$ cat src/rtl/divider_seq_pkg.sv
// Shared definitions for the sequential divider and its consumers (Hi/Lo register).
// Holds the state encoding, the default operand width and the DivAns field layout.
package divider_seq_pkg;

  localparam int DIV_WIDTH = 32;

  // DivAns = {remainder, quotient}; Hi takes the remainder half, Lo the quotient half
  localparam int DIVANS_W      = 2 * DIV_WIDTH;
  localparam int DIVANS_HI_MSB = 2 * DIV_WIDTH - 1;
  localparam int DIVANS_HI_LSB = DIV_WIDTH;
  localparam int DIVANS_LO_MSB = DIV_WIDTH - 1;
  localparam int DIVANS_LO_LSB = 0;

  typedef enum logic [1:0] {
    S_IDLE = 2'd0,
    S_RUN  = 2'd1,
    S_FIX  = 2'd2,
    S_DONE = 2'd3
  } state_t;

endpackage

$ cat src/rtl/div_sign_fix.sv
// Two-lane conditional two's-complement negate: abs() on the way in,
// sign restoration on the way out.
module div_sign_fix #(
  parameter int WIDTH = 32
) (
  input  logic [1:0][WIDTH-1:0] val,
  input  logic [1:0]            neg,
  output logic [1:0][WIDTH-1:0] res
);

  for (genvar gi = 0; gi < 2; gi++) begin : g_lane
    assign res[gi] = neg[gi] ? ((~val[gi]) + {{(WIDTH-1){1'b0}}, 1'b1}) : val[gi];
  end

endmodule

$ cat src/rtl/divider_seq.sv
// Multicycle radix-2 restoring divider (DIV/DIVU), one quotient bit per clock.
// DivAns is registered and only changes when a result is written or on reset.
module divider_seq
  import divider_seq_pkg::*;
#(
  parameter int WIDTH = DIV_WIDTH
) (
  input  logic               clk,
  input  logic               reset,
  input  logic               Start,
  input  logic               Signed,
  input  logic [WIDTH-1:0]   DividendIn,
  input  logic [WIDTH-1:0]   DivisorIn,
  output logic               Busy,
  output logic               Done,
  output logic [2*WIDTH-1:0] DivAns
);

  localparam int               CNT_W    = $clog2(WIDTH);
  localparam logic [CNT_W-1:0] CNT_LAST = CNT_W'(WIDTH - 1);
  localparam logic [CNT_W-1:0] CNT_ONE  = CNT_W'(1);

  state_t             state_reg;
  logic [CNT_W-1:0]   cnt_reg;
  logic               signed_reg;
  logic               dvd_neg_reg;
  logic               dvs_neg_reg;
  logic [WIDTH:0]     rem_reg;
  logic [WIDTH-1:0]   quo_reg;
  logic [WIDTH-1:0]   dvs_reg;
  logic               busy_reg;
  logic               done_reg;
  logic [2*WIDTH-1:0] divans_reg;

  logic                  accept;
  logic                  dvd_neg_next;
  logic                  dvs_neg_next;
  logic [1:0][WIDTH-1:0] mag_in;
  logic [1:0][WIDTH-1:0] mag_out;
  logic [1:0]            mag_neg;
  logic [1:0][WIDTH-1:0] fix_in;
  logic [1:0][WIDTH-1:0] fix_out;
  logic [1:0]            fix_neg;
  logic [WIDTH+1:0]      shifted;
  logic [WIDTH+1:0]      trial;
  logic [WIDTH:0]        rem_next;
  logic [WIDTH-1:0]      quo_next;

  assign accept       = Start && ((state_reg == S_IDLE) || (state_reg == S_DONE));
  assign dvd_neg_next = Signed & DividendIn[WIDTH-1];
  assign dvs_neg_next = Signed & DivisorIn[WIDTH-1];

  // Lane 0 = dividend, lane 1 = divisor
  assign mag_in  = {DivisorIn, DividendIn};
  assign mag_neg = {dvs_neg_next, dvd_neg_next};

  div_sign_fix #(.WIDTH(WIDTH)) u_abs_in (
    .val (mag_in),
    .neg (mag_neg),
    .res (mag_out)
  );

  // One restoring step; the extra top bit of the difference acts as the borrow/sign
  assign shifted = {rem_reg, quo_reg[WIDTH-1]};
  assign trial   = shifted - {2'b00, dvs_reg};

  always_comb begin
    rem_next = trial[WIDTH:0];
    quo_next = {quo_reg[WIDTH-2:0], 1'b1};
    if (trial[WIDTH+1]) begin
      rem_next = shifted[WIDTH:0];
      quo_next = {quo_reg[WIDTH-2:0], 1'b0};
    end
  end

  // Lane 0 = quotient, lane 1 = remainder. A zero divisor leaves the all-ones
  // quotient untouched while the remainder still takes the dividend's sign.
  assign fix_in  = {rem_reg[WIDTH-1:0], quo_reg};
  assign fix_neg = {dvd_neg_reg, signed_reg & (dvd_neg_reg ^ dvs_neg_reg) & (|dvs_reg)};

  div_sign_fix #(.WIDTH(WIDTH)) u_sign_out (
    .val (fix_in),
    .neg (fix_neg),
    .res (fix_out)
  );

  always_ff @(posedge clk) begin
    if (reset) begin
      state_reg   <= S_IDLE;
      cnt_reg     <= '0;
      signed_reg  <= 1'b0;
      dvd_neg_reg <= 1'b0;
      dvs_neg_reg <= 1'b0;
      rem_reg     <= '0;
      quo_reg     <= '0;
      dvs_reg     <= '0;
      busy_reg    <= 1'b0;
      done_reg    <= 1'b0;
      divans_reg  <= '0;
    end else begin
      case (state_reg)
        S_IDLE, S_DONE: begin
          done_reg <= 1'b0;
          if (accept) begin
            signed_reg  <= Signed;
            dvd_neg_reg <= dvd_neg_next;
            dvs_neg_reg <= dvs_neg_next;
            quo_reg     <= mag_out[0];
            dvs_reg     <= mag_out[1];
            rem_reg     <= '0;
            cnt_reg     <= '0;
            busy_reg    <= 1'b1;
            state_reg   <= S_RUN;
          end else begin
            state_reg <= S_IDLE;
          end
        end
        S_RUN: begin
          rem_reg <= rem_next;
          quo_reg <= quo_next;
          cnt_reg <= cnt_reg + CNT_ONE;
          if (cnt_reg == CNT_LAST) begin
            state_reg <= S_FIX;
          end
        end
        S_FIX: begin
          divans_reg <= {fix_out[1], fix_out[0]};
          busy_reg   <= 1'b0;
          done_reg   <= 1'b1;
          state_reg  <= S_DONE;
        end
        default: begin
          busy_reg  <= 1'b0;
          done_reg  <= 1'b0;
          state_reg <= S_IDLE;
        end
      endcase
    end
  end

  assign Busy   = busy_reg;
  assign Done   = done_reg;
  assign DivAns = divans_reg;

endmodule
$ cat config.mk
export PLATFORM = sky130hd
export DESIGN_NAME = divider_seq
export DESIGN_NICKNAME = d
export VERILOG_FILES = /design/src/rtl/divider_seq_pkg.sv /design/src/rtl/div_sign_fix.sv /design/src/rtl/divider_seq.sv
export SDC_FILE = /design/constraint.sdc
export NUM_CORES = 1
export LEC_CHECK = 0
export CORE_MARGIN = 3
export CORE_UTILIZATION = 49
export DETAILED_ROUTE_END_ITERATION = 10
export DONT_BUFFER_PORTS = 1
export SYNTH_ARGS = -nofsm -noshare
export SYNTH_HDL_FRONTEND = slang
export SYNTH_HIERARCHICAL = 1
export SYNTH_SLANG_ARGS = --single-unit
$ cat constraint.sdc
create_clock -name clk -period 7.7 [get_ports clk]
set_input_delay 1.54 -clock clk [delete_from_list [all_inputs] [get_ports clk]]
set_output_delay 1.54 -clock clk [all_outputs]
set_load 0.02 [all_outputs]
; ---- Word level (Yosys, flattened, before mapping)
; Index checks and enable logic that the tools add are counted.
[totals]
regBits = 173
out_inout_bits = 66
wordCells = 60
[classes]
n_addsub = 6
n_eq_ne = 6
mux = 18
n_bitwise = 9
reduce_logical = 10
[ops]
columns = operator, count
row1 = 32-bit two-way mux, 5
row2 = "32-bit by 1-bit adder with 32-bit output, second input constant", 4
row3 = 32-bit NOT, 4
row4 = 33-bit two-way mux, 2
row5 = 33-bit case mux with 2 select lines, 1
row6 = 32-bit case mux with 2 select lines, 1
row7 = 34-bit by 32-bit subtractor with 34-bit output, 1
row8 = 32-bit OR reduction, 1
row9 = 5-bit case mux with 2 select lines, 1
row10 = 2-bit case mux with 3 select lines, 1
row11 = 2-bit AND reduction, 3
row12 = "5-bit by 1-bit adder with 5-bit output, second input constant", 1
row13 = "5-bit == test, second input constant", 1
row14 = 5-bit two-way mux, 1
row15 = 1-bit AND, 4
row16 = "2-bit == test, second input constant", 2
row17 = "2-bit != test, second input constant", 2
row18 = 1-bit case mux with 2 select lines, 2
row19 = 2-bit nonzero test, 2
row20 = 1-bit two-way mux, 3
row21 = "2-bit by 1-bit == test with 1-bit output, second input constant", 1
row22 = 2-bit zero test, 1
row23 = 2-bit two-way mux, 1
row24 = 2-bit OR reduction, 1
row25 = other kinds (3), 3

; ---- Longest topological paths before layout
; Gate-level depths: netlist (run 1).
[logic_depth]
depth_word = 5
depth_mapped = 14
ltp_nobuf = 12

; ---- By module
; The synthesis (run 1) kept the hierarchy.
[by_module_without_submodules]
columns = module, instances, cells_per_inst, area_per_inst_um2
row1 = divider_seq, 1, 1008, 8501.9
row2 = div_sign_fix (u_abs_in), 1, 194, 1477.7
row3 = div_sign_fix (u_sign_out), 1, 189, 1452.6

; ---- Worst setup path after synthesis (run 1)
; OpenSTA, ideal clock, no wires.
[synth_timing]
path_kind = input-to-reg
startpoint = in DivisorIn[26]
endpoint = reg dvs_reg[30]
setup_time_ns = 0.071
arrival_ns = 3.171
t_required_ns = 7.629
path_slack_ns = 4.459
path_stages = 6
n_path_buf = 0
path_cell_list = or4_4 > or4_4 > o41ai_4 > xnor2_1 > nand2_1 > a21oi_1
[synth_rtl]
columns = item, line
row1 = from (decl), divider_seq.sv:13  ; input logic [WIDTH-1:0] DivisorIn,
row2 = to (signal assigned), divider_seq.sv:109  ; dvs_reg <= mag_out[1];
row3 = to (decl), divider_seq.sv:30  ; logic [WIDTH-1:0] dvs_reg;

; ---- Final worst setup path (run 1)
[layout_timing]
startpoint = reg rem_reg[4]
endpoint = reg rem_reg[5]
[layout_between]
elab_chain_cells = 3
[layout_rtl]
columns = item, line
row1 = from (decl), divider_seq.sv:28  ; logic [WIDTH:0] rem_reg;
row2 = from (signal assigned), divider_seq.sv:119  ; rem_reg <= rem_next;
row3 = 34-bit by 32-bit subtractor with 34-bit output, divider_seq.sv:65  ; assign trial = shifted - {2'b00, dvs_reg};
row4 = 33-bit two-way mux (*), divider_seq.sv:70  ; if (trial[WIDTH+1]) begin
row5 = 33-bit case mux with 2 select lines (*), divider_seq.sv:101  ; case (state_reg)
; Mark *: on every way between the ends. The rest lies on a longest branch, timed or not.
; A chain may end at the register's enable or synchronous reset.

==> reports/qor.yml, run 1 <==
hold_path:
  hold_path_class: "flip-flop to flip-flop"
setup_path:
  crit_type: "flip-flop to flip-flop"
  end_kind: "flip-flop"
  crit_family: "compound AO/OA/AOI/OAI gates"
  regToRegStartpoint: "rem_reg[4]"
  cp_max_fo: 28
  reg2reg_setup_slack_ps: 4320
  rr_endpoint: "rem_reg[5]"
  cp-startpoint: "rem_reg[4]"
  crit_end: "rem_reg[5]"
  cp_cell_sequence: "ha_1, a21o_1, a211o_1, a221oi_2, a31o_1, a21oi_2, nor2_8, mux2i_1, o21ai_1"
  slowest_delay_ps: 510
  start_kind: "flip-flop"
  cp.required_ps: 7980
  cpMaxStageDelayCell: "dfxtp_1"
  path_depth: 9
  cp.arrival_ps: 3660
  rr_worst_depth: 9
  cp_num_buf_inv: 0
clock_network:
  cts_buffers: 17
  cts_resized: 0
  insertion_delay_ps: 430
  holdBufCountCts: 0
  htree_levels: 4
  root_buffer: "clkbuf_16"
  cts_setup_buffers: 0
  clkTransAtPathRegs_ps: 70
  cts.sinks: 173
  clockBufferDepth: 2
  tritoncts: "done"
placed_design:
  hpwl_um: 21400
  routabilityCongestion: 0.9122
  dpl.cell_count: 1628
  portBuffers: 0
cells_and_area:
  largest_reg_flops: 64
  fin_util_pct: 53.05
  area_growth_pct: 5.702
  drive_gt1_share_pct: 6.018
  finalNetCount: 1444
  antenna_cells: 0
  fin_cells: 1659
pwr:
  pwr-share-clk_pct: 22.2
  power.leakage_nw: 4.395
  p_per_area_nw_per_um2: 317.4
  swShare_pct: 41.91
  p_seq_share_pct: 33.9
  vdd.ir_drop.worst_mv: 0.1479
  p_comb_share_pct: 43.9
  intPower_mw: 2.228
  power_switching_mw: 1.607
die:
  rows: 55
  io_pins: 134
  core_area_sq_um: 22780
  die_w_um: 158.7
  die-area_sq_um: 25200
  fp.dieH_um: 158.7
  start_util_pct: 50.19
synth:
  yosysTopAreaCell: "dfxtp_1"
  syn_inst: 1391
  synth_area_sq_um: 11430
  avgSynthCellArea_sq_um: 8.219
  synth_edf_count: 0
  async_reset_ff_share_pct: 0
  syn_nets: 1501
  synthTopCellsByCount: "dfxtp_1 (173), nand2_1 (148), xnor2_1 (136)"
  synth_seq_cells: 173
  synth_top_cells_by_area: "dfxtp_1 (30%), xnor2_1 (10%), mux2i_1 (8.1%)"
  synth-seq-area-share_pct: 30.29
  ys_types: 76
  ys.flop_type: "dfxtp_1"
  yosysWarnings: 6
  synth_top_area_share_pct: 30.29
  yosysMostFrequentCell: "dfxtp_1"
global_routing:
  grt_pass1_wl_um: 47730
  antenna_found_initial: 0
  first_global_vias: 8919
  grt_max_degree: 144
  grt-ovfl-total: 0
  grtUsageTotal_pct: 22.58
routing:
  postRouteAntennaNets: 0
  vias: 9604
  drc: 0
  wirelength_um: 29120
  via_per_inst: 5.789
  dr.pass1.iters: 5
  drt_iter0_markers: 704
  wire_per_inst_um: 17.55
status:
  status: "completed"
timing:
  rsz0062_at_grt: "no"
  finClkSkew_ps: 12.57
  relSlewSlack_pct: 21.35
  finalSetupTns_ps: 0
  finalSetupViolations: 0
  fin_crit_ps: 3382
  slew_violations: 0
  tightest_slew_ps: 1180
  finalCritPeriodShare_pct: 43.92
  final_hold_viol_count: 0
  fmax_mhz: 295.7
run:
  maxCapViolations: 0
==> cells by family (layout without fill, tap and decap cells) <==
group                      count (synthesis)  count (layout)  share of synthesized area (%)
and+or+nand+nor                          468             468                          19.97
AOI/OAI and AO/OA                        326             326                          20.14
muxes                                     93              93                          8.143
buffers and inverters                    139              94                          5.297
DFF                                      173             173                          30.29
xor gates and xnor gates                 150             150                          11.49
adders and majority gates                 42              42                          4.662
==> through the flow <==
step	hold slack, ps	setup WS, ps	instance area, sq um	total power, mW
6_report	454.9	4318	12080	3.835
2_1_floorplan	436.2	4459	11430	2.607
5_1_grt	485.9	4111	12080	4.102
3_3_place_gp	442.7	4155	11510	2.974
3_5_place_dp	445.7	4066	11510	2.985
4_1_cts	456.1	4334	12080	3.839
==> placed cells by master (no fill, tap or decap), types with 23 or more instances in the layout <==
cell | Yosys | layout
dfxtp_1 | 173 | 173
o21ai_1 | 32 | 31
ha_1 | 41 | 40
o41ai_1 | 24 | 24
o22ai_1 | 23 | 23
a21oi_1 | 70 | 70
nor2_1 | 135 | 134
o21ai_0 | 42 | 42
nor3_1 | 38 | 38
o31ai_1 | 44 | 44
nand2_1 | 148 | 148
inv_1 | 55 | 55
mux2i_1 | 93 | 93
xnor2_1 | 136 | 136
==> metal layers <==
layer / GRT usage, % / share of wire (%) / vias up
li1: - / - / 4887
met1: 34.96 / 53 / 4450
met5: 0 / 0 / -
met4: 4.497 / 0.74 / 0
met3: 5.557 / 6.4 / 13
met2: 31.50 / 40 / 254
==> worst min-delay path, cell delays in order, from the launching register on <==
cell and delay (ps):
dfxtp_1 310, nand2_1 50, a21oi_1 50
==> power by group through the flow <==
stage | sequential (mW) | clock (mW) | combinational (mW)
after floorplan | 1.26 | 0 | 1.35
after global placement | 1.32 | 0 | 1.66
after detailed placement | 1.32 | 0 | 1.66
after CTS | 1.30 | 0.868 | 1.67
after global routing | 1.33 | 0.914 | 1.86
final | 1.30 | 0.851 | 1.68
==> final cells by class <==
class	count	area, sq um
inverters	55	206.4
repair buffers	8	60.06
clock inverters	11	106.4
well taps	313	391.6
multi-input cells	1079	7390
flip-flops and latches	173	3463
clock buffers	20	466.7
fillers	2178	10690
==> worst min path at each step <==
stage / end / slack (ps) / startpoint / depth (start not counted)
final: cnt_reg[4] / 450 / cnt_reg[4] / 2
after floorplan: cnt_reg[4] / 440 / cnt_reg[4] / 2
after CTS: cnt_reg[4] / 460 / cnt_reg[4] / 2
after global placement: cnt_reg[4] / 440 / cnt_reg[4] / 2
after detailed placement: signed_reg / 450 / signed_reg / 2
after global routing: cnt_reg[4] / 490 / cnt_reg[4] / 2
No activity file was read; power rests on OpenSTA's default activity.
==> run 2, diff against run 1 <==
==> constraint.sdc (replaced) <==
create_clock -name clk -period 3.5 [get_ports clk]
set_input_delay 0.7 -clock clk [delete_from_list [all_inputs] [get_ports clk]]
set_output_delay 0.7 -clock clk [all_outputs]
set_load 0.02 [all_outputs]
==> run 2 against run 1 <==
Combinational power up 120%. Power up 130%. Critical path depth rose by 2. Global-route usage up 0.41 points. Flip-flop and latch count unchanged. Final area increased by 2.2%. Utilization grew 1.2 points. Clock power grew to 2.5 times the previous value. Die area did not move. Register-to-register slack lost 4000 ps. Critical path type unchanged. Highest routed layer unchanged.
==> reports/qor.yml, run 2 (synthesized netlist as in run 1, its figures left out) <==
status:
  status: "completed"
setup_path:
  start_kind: "flip-flop"
  rr_endpoint: "rem_reg[7]"
  reg2reg_setup_slack_ps: 340
  rr_worst_depth: 11
  cp-startpoint: "rem_reg[13]"
  cp.required_ps: 3810
  cp.arrival_ps: 3480
  cp_max_fo: 18
  end_kind: "flip-flop"
  crit_type: "flip-flop to flip-flop"
  regToRegStartpoint: "rem_reg[13]"
clock_network:
  cts_buffers: 17
  tritoncts: "done"
  htree_levels: 4
  cts.sinks: 173
  root_buffer: "clkbuf_16"
  clkTransAtPathRegs_ps: 70
  insertion_delay_ps: 430
  clockBufferDepth: 2
  holdBufCountCts: 0
  cts_resized: 0
  cts_setup_buffers: 0
timing:
  rsz0062_at_grt: "no"
  slew_violations: 0
  fmax_mhz: 316.4
  finClkSkew_ps: 12.27
  tightest_slew_ps: 1075
  fin_crit_ps: 3161
  final_hold_viol_count: 0
  relSlewSlack_pct: 28.32
  finalSetupViolations: 0
  finalSetupTns_ps: 0
  finalCritPeriodShare_pct: 90.31
routing:
  drc: 0
  wire_per_inst_um: 17.64
  drt_iter0_markers: 809
  wirelength_um: 29650
  dr.pass1.iters: 5
  via_per_inst: 5.812
  vias: 9770
  postRouteAntennaNets: 0
global_routing:
  grtUsageTotal_pct: 22.99
  first_global_vias: 9024
  gr-max-usage-layer: "met1"
  grt_max_degree: 144
  grt_util_met1_pct: 36.27
  use_met2_pct: 31.77
  met3_usage_pct: 4.592
  antenna_found_initial: 0
  grt_pass1_wl_um: 48510
  grt-ovfl-total: 0
die:
  fp.dieH_um: 158.7
  start_util_pct: 50.19
  die-area_sq_um: 25200
  core_area_sq_um: 22780
  die_w_um: 158.7
  rows: 55
  io_pins: 134
placed_design:
  hpwl_um: 21960
  portBuffers: 0
  dpl.cell_count: 1650
  routabilityCongestion: 0.9903
cells_and_area:
  multi_input_area_sq_um: 7390
  area_growth_pct: 8.044
  largest_reg_flops: 64
  finalNetCount: 1466
  fin_cells: 1681
  seqCellArea_sq_um: 3463
  fillers: 2197
  drive_gt1_share_pct: 7.529
  antenna_cells: 0
  final_common_cell: "dfxtp_1"
  final_cell_mix: "dfxtp_1 (173), nand2_1 (148), xnor2_1 (136)"
pwr:
  p_per_area_nw_per_um2: 712.7
  vdd.ir_drop.worst_mv: 0.3764
  power.leakage_nw: 4.551
hold_path:
  hold_path.startpoint: "reset"
  worstHoldEndpoint: "DivAns[10]"
  hold_path_class: "input port to flip-flop"
  holdPathStages: 1
run:
  maxCapViolations: 0
## run 2: changes by cell type in the layout (fill, tap and decap cells not counted)
| cell | delta |
|---|---|
| clkinv_2 | -3 |
| clkbuf_8 | -2 |
| bufinv_16 | +4 |
| clkinvlp_4 | -1 |
| buf_12 | +1 |
| inv_8 | +1 |
| buf_4 | +21 |
| inv_6 | +1 |
## run 2: metal layers
metal / vias to the layer above / wire [um]
met5: - / 0
met4: 0 / 262
li1: 4936 / -
met3: 19 / 1988
met2: 296 / 11990
met1: 4519 / 15410
## run 2: where the power goes
part	internal [mW]	switching, mW	total [mW]
combinational	1.58	2.20	3.78
sequential	2.33	0.522	2.85
clock	1.30	0.869	2.17
total	5.21	3.59	8.80
## run 2: worst max path at each step
stage | end | slack [ps]
after floorplan | rem_reg[1] | 680
after global placement | rem_reg[6] | 520
after detailed placement | rem_reg[21] | 430
after CTS | rem_reg[21] | 410
after global routing | rem_reg[5] | 150
final | rem_reg[7] | 340
## run 2: worst max-delay path, stage by stage (launching register included)
cell      delay (ps)
dfxtp_1          400
ha_1             420
nand2_1          120
a211oi_1         390
o211ai_1         190
or3_1            350
a31o_1           230
and3_4           220
nor2_8           200
buf_12           220
mux2i_1          230
o21ai_1           70
## run 2: final cells by class
cell class	count	share of cell area [%]
tap	313	3.171
inverter	55	1.671
clock buffer	18	3.556
multi-input combinational	1079	59.83
clock inverter	13	1.813
timing repair buffer	30	1.925
sequential	173	28.04
## run 2: through the flow
| stage | hold WS (ps) | setup slack (ps) | power [mW] | area (sq um) | utilization, % |
|---|---|---|---|---|---|
| floorplan | 436.2 | 676.8 | 5.735 | 11430 | - |
| global placement | 436.2 | 515.0 | 6.608 | 11690 | 51.32 |
| detailed placement | 444.0 | 433.9 | 6.630 | 11690 | 51.32 |
| CTS | 321.9 | 408.0 | 8.814 | 12350 | 54.23 |
| global route | 332.2 | 150.5 | 9.371 | 12350 | 54.23 |
| finish | 344.5 | 339.0 | 8.804 | 12350 | 54.23 |
